$ cat src/rtl/io_input_pkg.sv
// ============================================================================
// Module : io_input_pkg
// Brief  : Shared word width and IO_STATE encodings for the subleq I/O devices.
// Rev    : 1.0 - initial release
// ============================================================================
`default_nettype none

package io_input_pkg;

  localparam int IO_WORD_SIZE  = 16;
  localparam int IO_STATE_BITS = 2;

  typedef enum logic [IO_STATE_BITS-1:0] {
    IO_WAITREQ = 2'd0,
    IO_DOWORK  = 2'd1,
    IO_WAITACK = 2'd2
  } io_state_e;

endpackage

`default_nettype wire

$ cat src/rtl/io_byte_fifo.sv
// ============================================================================
// Module : io_byte_fifo
// Brief  : Byte FIFO with wrap-bit pointers; head byte is visible on dout.
// Rev    : 1.0 - initial release
// ============================================================================
`default_nettype none

module io_byte_fifo #(
  parameter int DEPTH = 8
) (
  input  logic       clk,
  input  logic       areset_n,
  input  logic       push,
  input  logic       pop,
  input  logic [7:0] din,
  output logic [7:0] dout,
  output logic       full,
  output logic       empty
);

  localparam int AW = $clog2(DEPTH);

  logic [AW:0] wr_q;
  logic [AW:0] rd_q;
  logic [7:0]  mem_q [DEPTH];
  logic        do_push;
  logic        do_pop;

  // Same index with differing wrap bits means the writer has lapped the reader.
  assign full    = (wr_q[AW-1:0] == rd_q[AW-1:0]) && (wr_q[AW] != rd_q[AW]);
  assign empty   = (wr_q == rd_q);
  assign do_push = push && !full;
  assign do_pop  = pop && !empty;
  assign dout    = mem_q[rd_q[AW-1:0]];

  always_ff @(posedge clk or negedge areset_n) begin
    if (!areset_n) begin
      wr_q <= '0;
      rd_q <= '0;
    end else begin
      if (do_push) wr_q <= wr_q + {{AW{1'b0}}, 1'b1};
      if (do_pop)  rd_q <= rd_q + {{AW{1'b0}}, 1'b1};
    end
  end

  always_ff @(posedge clk) begin
    if (do_push) mem_q[wr_q[AW-1:0]] <= din;
  end

endmodule

`default_nettype wire

$ cat src/rtl/io_input.sv
// ============================================================================
// Module : io_input
// Brief  : CPU read-side input device: buffers source bytes, returns one
//          zero-extended byte per four-phase req/ack handshake.
//          Define IO_INPUT_EOF_EN to add src_eof and the all-ones EOF word.
// Rev    : 1.0 - initial release
// ============================================================================
`default_nettype none

module io_input
  import io_input_pkg::*;
#(
  parameter int WORD_SIZE  = IO_WORD_SIZE,
  parameter int FIFO_DEPTH = 8
) (
  input  logic                 clk,
  input  logic                 areset_n,
  input  logic                 req,
  output logic                 ack,
  output logic [WORD_SIZE-1:0] data,
  input  logic                 src_valid,
  input  logic [7:0]           src_data,
  output logic                 src_ready
`ifdef IO_INPUT_EOF_EN
  ,
  input  logic                 src_eof
`endif
);

  io_state_e            state_q, state_d;
  logic [WORD_SIZE-1:0] data_q, data_d;
  logic                 fifo_pop;
  logic                 fifo_full;
  logic                 fifo_empty;
  logic [7:0]           fifo_head;

  // Ready is gated by the reset pin so the source sees it low throughout reset.
  assign src_ready = areset_n && !fifo_full;

  io_byte_fifo #(
    .DEPTH (FIFO_DEPTH)
  ) u_fifo (
    .clk      (clk),
    .areset_n (areset_n),
    .push     (src_valid && src_ready),
    .pop      (fifo_pop),
    .din      (src_data),
    .dout     (fifo_head),
    .full     (fifo_full),
    .empty    (fifo_empty)
  );

`ifdef IO_INPUT_EOF_EN
  logic eof_q, eof_d;

  always_ff @(posedge clk or negedge areset_n) begin
    if (!areset_n) eof_q <= 1'b0;
    else           eof_q <= eof_d;
  end
`endif

  always_ff @(posedge clk or negedge areset_n) begin
    if (!areset_n) begin
      state_q <= IO_WAITREQ;
      data_q  <= '0;
    end else begin
      state_q <= state_d;
      data_q  <= data_d;
    end
  end

  always_comb begin
    state_d  = state_q;
    data_d   = data_q;
    fifo_pop = 1'b0;
`ifdef IO_INPUT_EOF_EN
    eof_d    = eof_q;
`endif
    case (state_q)
      IO_WAITREQ: begin
        if (req && !fifo_empty) begin
          state_d = IO_DOWORK;
`ifdef IO_INPUT_EOF_EN
          eof_d   = 1'b0;
        end else if (req && src_eof) begin
          // Buffered data always drains before EOF is reported.
          state_d = IO_DOWORK;
          eof_d   = 1'b1;
`endif
        end
      end
      IO_DOWORK: begin
        state_d = IO_WAITACK;
`ifdef IO_INPUT_EOF_EN
        if (eof_q) begin
          data_d = '1;
        end else begin
          fifo_pop = 1'b1;
          data_d   = WORD_SIZE'(fifo_head);
        end
`else
        fifo_pop = 1'b1;
        data_d   = WORD_SIZE'(fifo_head);
`endif
      end
      IO_WAITACK: begin
        if (!req) state_d = IO_WAITREQ;
      end
      default: state_d = IO_WAITREQ;
    endcase
  end

  assign ack  = (state_q == IO_WAITACK);
  assign data = data_q;

endmodule

`default_nettype wire
$ cat config.mk
export PLATFORM = sky130hd
export DESIGN_NAME = io_input
export DESIGN_NICKNAME = d
export VERILOG_FILES = /design/src/rtl/io_input_pkg.sv /design/src/rtl/io_byte_fifo.sv /design/src/rtl/io_input.sv
export SDC_FILE = /design/constraint.sdc
export NUM_CORES = 1
export LEC_CHECK = 0
export BUFFER_PORTS_ARGS = -buffer_cell sky130_fd_sc_hd__clkbuf_2
export CAP_MARGIN = 20
export CORE_ASPECT_RATIO = 1.5
export CORE_MARGIN = 2
export CORE_UTILIZATION = 49
export CTS_BUF_LIST = sky130_fd_sc_hd__clkbuf_8
export CTS_CLUSTER_SIZE = 30
export DETAILED_ROUTE_END_ITERATION = 10
export PLACE_DENSITY = 0.7
export SYNTH_ARGS = -nofsm -noshare
export SYNTH_HDL_FRONTEND = slang
export SYNTH_SLANG_ARGS = --single-unit
$ cat constraint.sdc
create_clock -name clk -period 2.11 [get_ports clk]
set_input_delay 0.1055 -clock clk [delete_from_list [all_inputs] [get_ports clk]]
set_output_delay 0.1055 -clock clk [all_outputs]
set_load 0.1 [all_outputs]
==> qor.csv <==
stage,metric,value,unit
logic_synthesis,synthCells,207,
detailed_routing,drt.antenna.violating_nets,0,
grt,grt_first_pass_wirelength,9.36,mm
finish,fin_cells,328,
clock_network,cts_buffers,9,
critical_path,worstPathCellList,"xnor2_1, nand3_2, and2b_1, nor2b_2, buf_12",
critical_path,max_stage_delay,0.47,ns
detailed_routing,drtIter0Drc,99,
detailed_routing,dr.pass1.iters,4,
finish,drive_above_1_share,0.324,
die,die_w,71.8,um
logic_synthesis,async_reset_ff_frac,0.220,
logic_synthesis,yosysSeqAreaShare,0.702,
logic_synthesis,synth.distinct_cells,34,
die,boundaryPins,30,
logic_synthesis,yosysMostFrequentCell,edfxtp_1,
clock_network,cts.sinks,82,
logic_synthesis,ys_ff_latch,82,
power_and_ir_drop,ir_worst_vdd,0.729,mV
clock_network,cts_resized,0,
finish,area_growth,14.0,%
finish,layout.nets,259,
critical_path,crit_family,simple AND/OR/NAND/NOR gates,
finish,n_antenna_cell,0,
sta,hold_ws,0.0403,ns
detailed_routing,route.vias.total,1773,
logic_synthesis,yosys_warnings,0,
detailed_routing,totalWireLength,5.90,mm
logic_synthesis,yosys-top-cells-count,"edfxtp_1, dfrtp_1, mux2_2",
clock_network,cts_setup_buffers,0,
sta,skew,0.00889,ns
power_and_ir_drop,fin_total_pwr,5670,uW
power_and_ir_drop,p_leak,0.00142,uW
clock_network,clockRootBuffer,clkbuf_8,
sta,setup_tns,0,ns
grt,antenna_found_initial,0,
sta,min_period,1.92,ns
sta,period_share,0.910,
logic_synthesis,syn_avg_cell_area,16.3,um2
logic_synthesis,synth_top_area_cell,edfxtp_1,
run,max-cap-violations,0,
grt,grt_max_degree,28,
die,fp.dieH,106,um
critical_path,crit_slowest_cell,dfrtp_1,
die,core_area,6760,um2
critical_path,cp-start-kind,flop,
clock_network,ctsLongestPathBuffers,2,
critical_path,worstPathRequired,2.00,ns
placement,dpl.hpwl,4.10,mm
die,dieArea,7590,um2
outcome,status,"finished, final reports clean",
die,start_util,0.500,
critical_path,path_class,reg -> out,
placement,gp_congestion,0.778,
sta,relSlewSlack,0.642,
sta,slew_violations,0,
clock_network,path_clk_slew,0.09,ns
clock_network,htreeDepth,3,
logic_synthesis,synthTopCellsByArea,"edfxtp_1, dfrtp_1, mux2_2",
detailed_routing,vias_per_cell,5.41,
sta,grt_setup_unrepaired,false,
placement,placed_cells,310,
finish,final_core_util,0.570,
detailed_routing,drc,0,
sta,setup_violations,0,
critical_path,worstPathArrival,1.82,ns
detailed_routing,wl_per_cell,18.0,um
clock_network,ctsHoldBuffers,2,
sta,worst_slew_pin_slew,0.535,ns
clock_network,tritoncts,yes,
grt,grt_pass1_vias,1850,
logic_synthesis,synth-edff-count,64,
sta,max_freq,521,MHz
critical_path,worstPathBufferInverterCount,1,
critical_path,crit_fanout,8,
logic_synthesis,synth_area,3380,um2
clock_network,clock_latency,0.35,ns
logic_synthesis,yosysTopAreaCellShare,0.569,
logic_synthesis,synthFlopType,edfxtp_1,
critical_path,crit_path_end_kind,output port,
grt,grt-ovfl-total,0,
die,rows,37,
power_and_ir_drop,power.density,1470,nW/um2
placement,portBuffers,21,
sta,hold_viol,0,
grt,grt_usage,0.173,
worst_hold_path,min_path_type,in -> reg,
-- final cells by class --
class / count / area (um2)
inverter: 2 / 7.51
multi-input combinational: 113 / 912
clock buffer: 9 / 124
sequential: 82 / 2370
fill: 522 / 2910
tap: 78 / 97.6
timing repair buffer: 37 / 245
clock inverter: 7 / 93.8
-- registers in the layout (all words and copies together) (netlist names) --
name / cells
u_fifo.mem_q: 64
data: 8
u_fifo.rd_q: 4
u_fifo.wr_q: 4
state_q: 2
-- cells in the final DEF (no fill, tap or decap), drive strengths merged, types with 3 or more instances in the layout --
cell	synthesis	layout
o21ai	9	9
xnor2	6	6
dfrtp	18	18
nand2	17	17
mux4	8	8
mux2	19	19
edfxtp	64	64
buf	14	15
o221ai	8	8
clkbuf	3	29
nor2	15	15
nor2b	3	3
conb	1	8
inv	2	5
nand2b	3	3
-- worst paths after layout --
kind | start | to | slack (ns) | depth (start not counted)
setup / recovery | u_fifo.wr_q[0] | src_ready | 0.19 | 5
hold / removal | src_data[4] | u_fifo.mem_q[3][4] | 0.04 | 1
setup reg to reg | u_fifo.wr_q[1] | u_fifo.mem_q[0][5] | 0.30 | 6
hold reg to reg | state_q[0] | state_q[0] | 0.48 | 1
max in group asynchronous | areset_n | u_fifo.wr_q[1] | 1.64 | 3
min in group asynchronous | areset_n | data[7] | 0.26 | 3
-- worst register-to-register path, delay by kind of cell, from the launching register on --
family / cells / cell delay (ns)
simple gates: 2 / 0.26
flops: 1 / 0.46
xor+xnor: 1 / 0.19
buf+inv: 2 / 0.37
compound gates: 1 / 0.24
-- logic make-up after synthesis --
kind of cell             synth area share
flip-flops                          0.702
adder cells (fa/ha/maj)           0.00740
multiplexers                        0.120
AND/OR/NAND/NOR                    0.0655
XOR/XNOR                           0.0230
other                             0.00111
AO/OA/AOI/OAI                      0.0448
buffers and inverters              0.0367
-- where the power goes --
part	total (uW)	switching [uW]	leakage, uW	internal (uW)
logic	2250	1530	0.000508	714
clock network	1230	562	0.000111	668
registers	2190	172	0.000798	2020
-- layer usage --
| layer | share of wire | vias to the layer above | wire length [um] | GRT usage |
|---|---|---|---|---|
| met1 | 0.42 | 894 | 2460 | 0.215 |
| met2 | 0.54 | 29 | 3180 | 0.287 |
| met4 | 0.022 | 0 | 129 | 0.0970 |
| met3 | 0.022 | 10 | 128 | 0.0258 |
| met5 | 0 | - | 0 | 0 |
| li1 | - | 840 | - | - |
-- per-stage QoR --
step / area [um2] / worst slack [ns]
floorplan: 3410 / 0.0276
global placement: 3610 / 0.347
detailed placement: 3610 / 0.276
CTS: 3850 / 0.162
global route: 3850 / 0.0749
finish: 3850 / 0.189
Note: power is estimated with default switching activity, not from simulation.
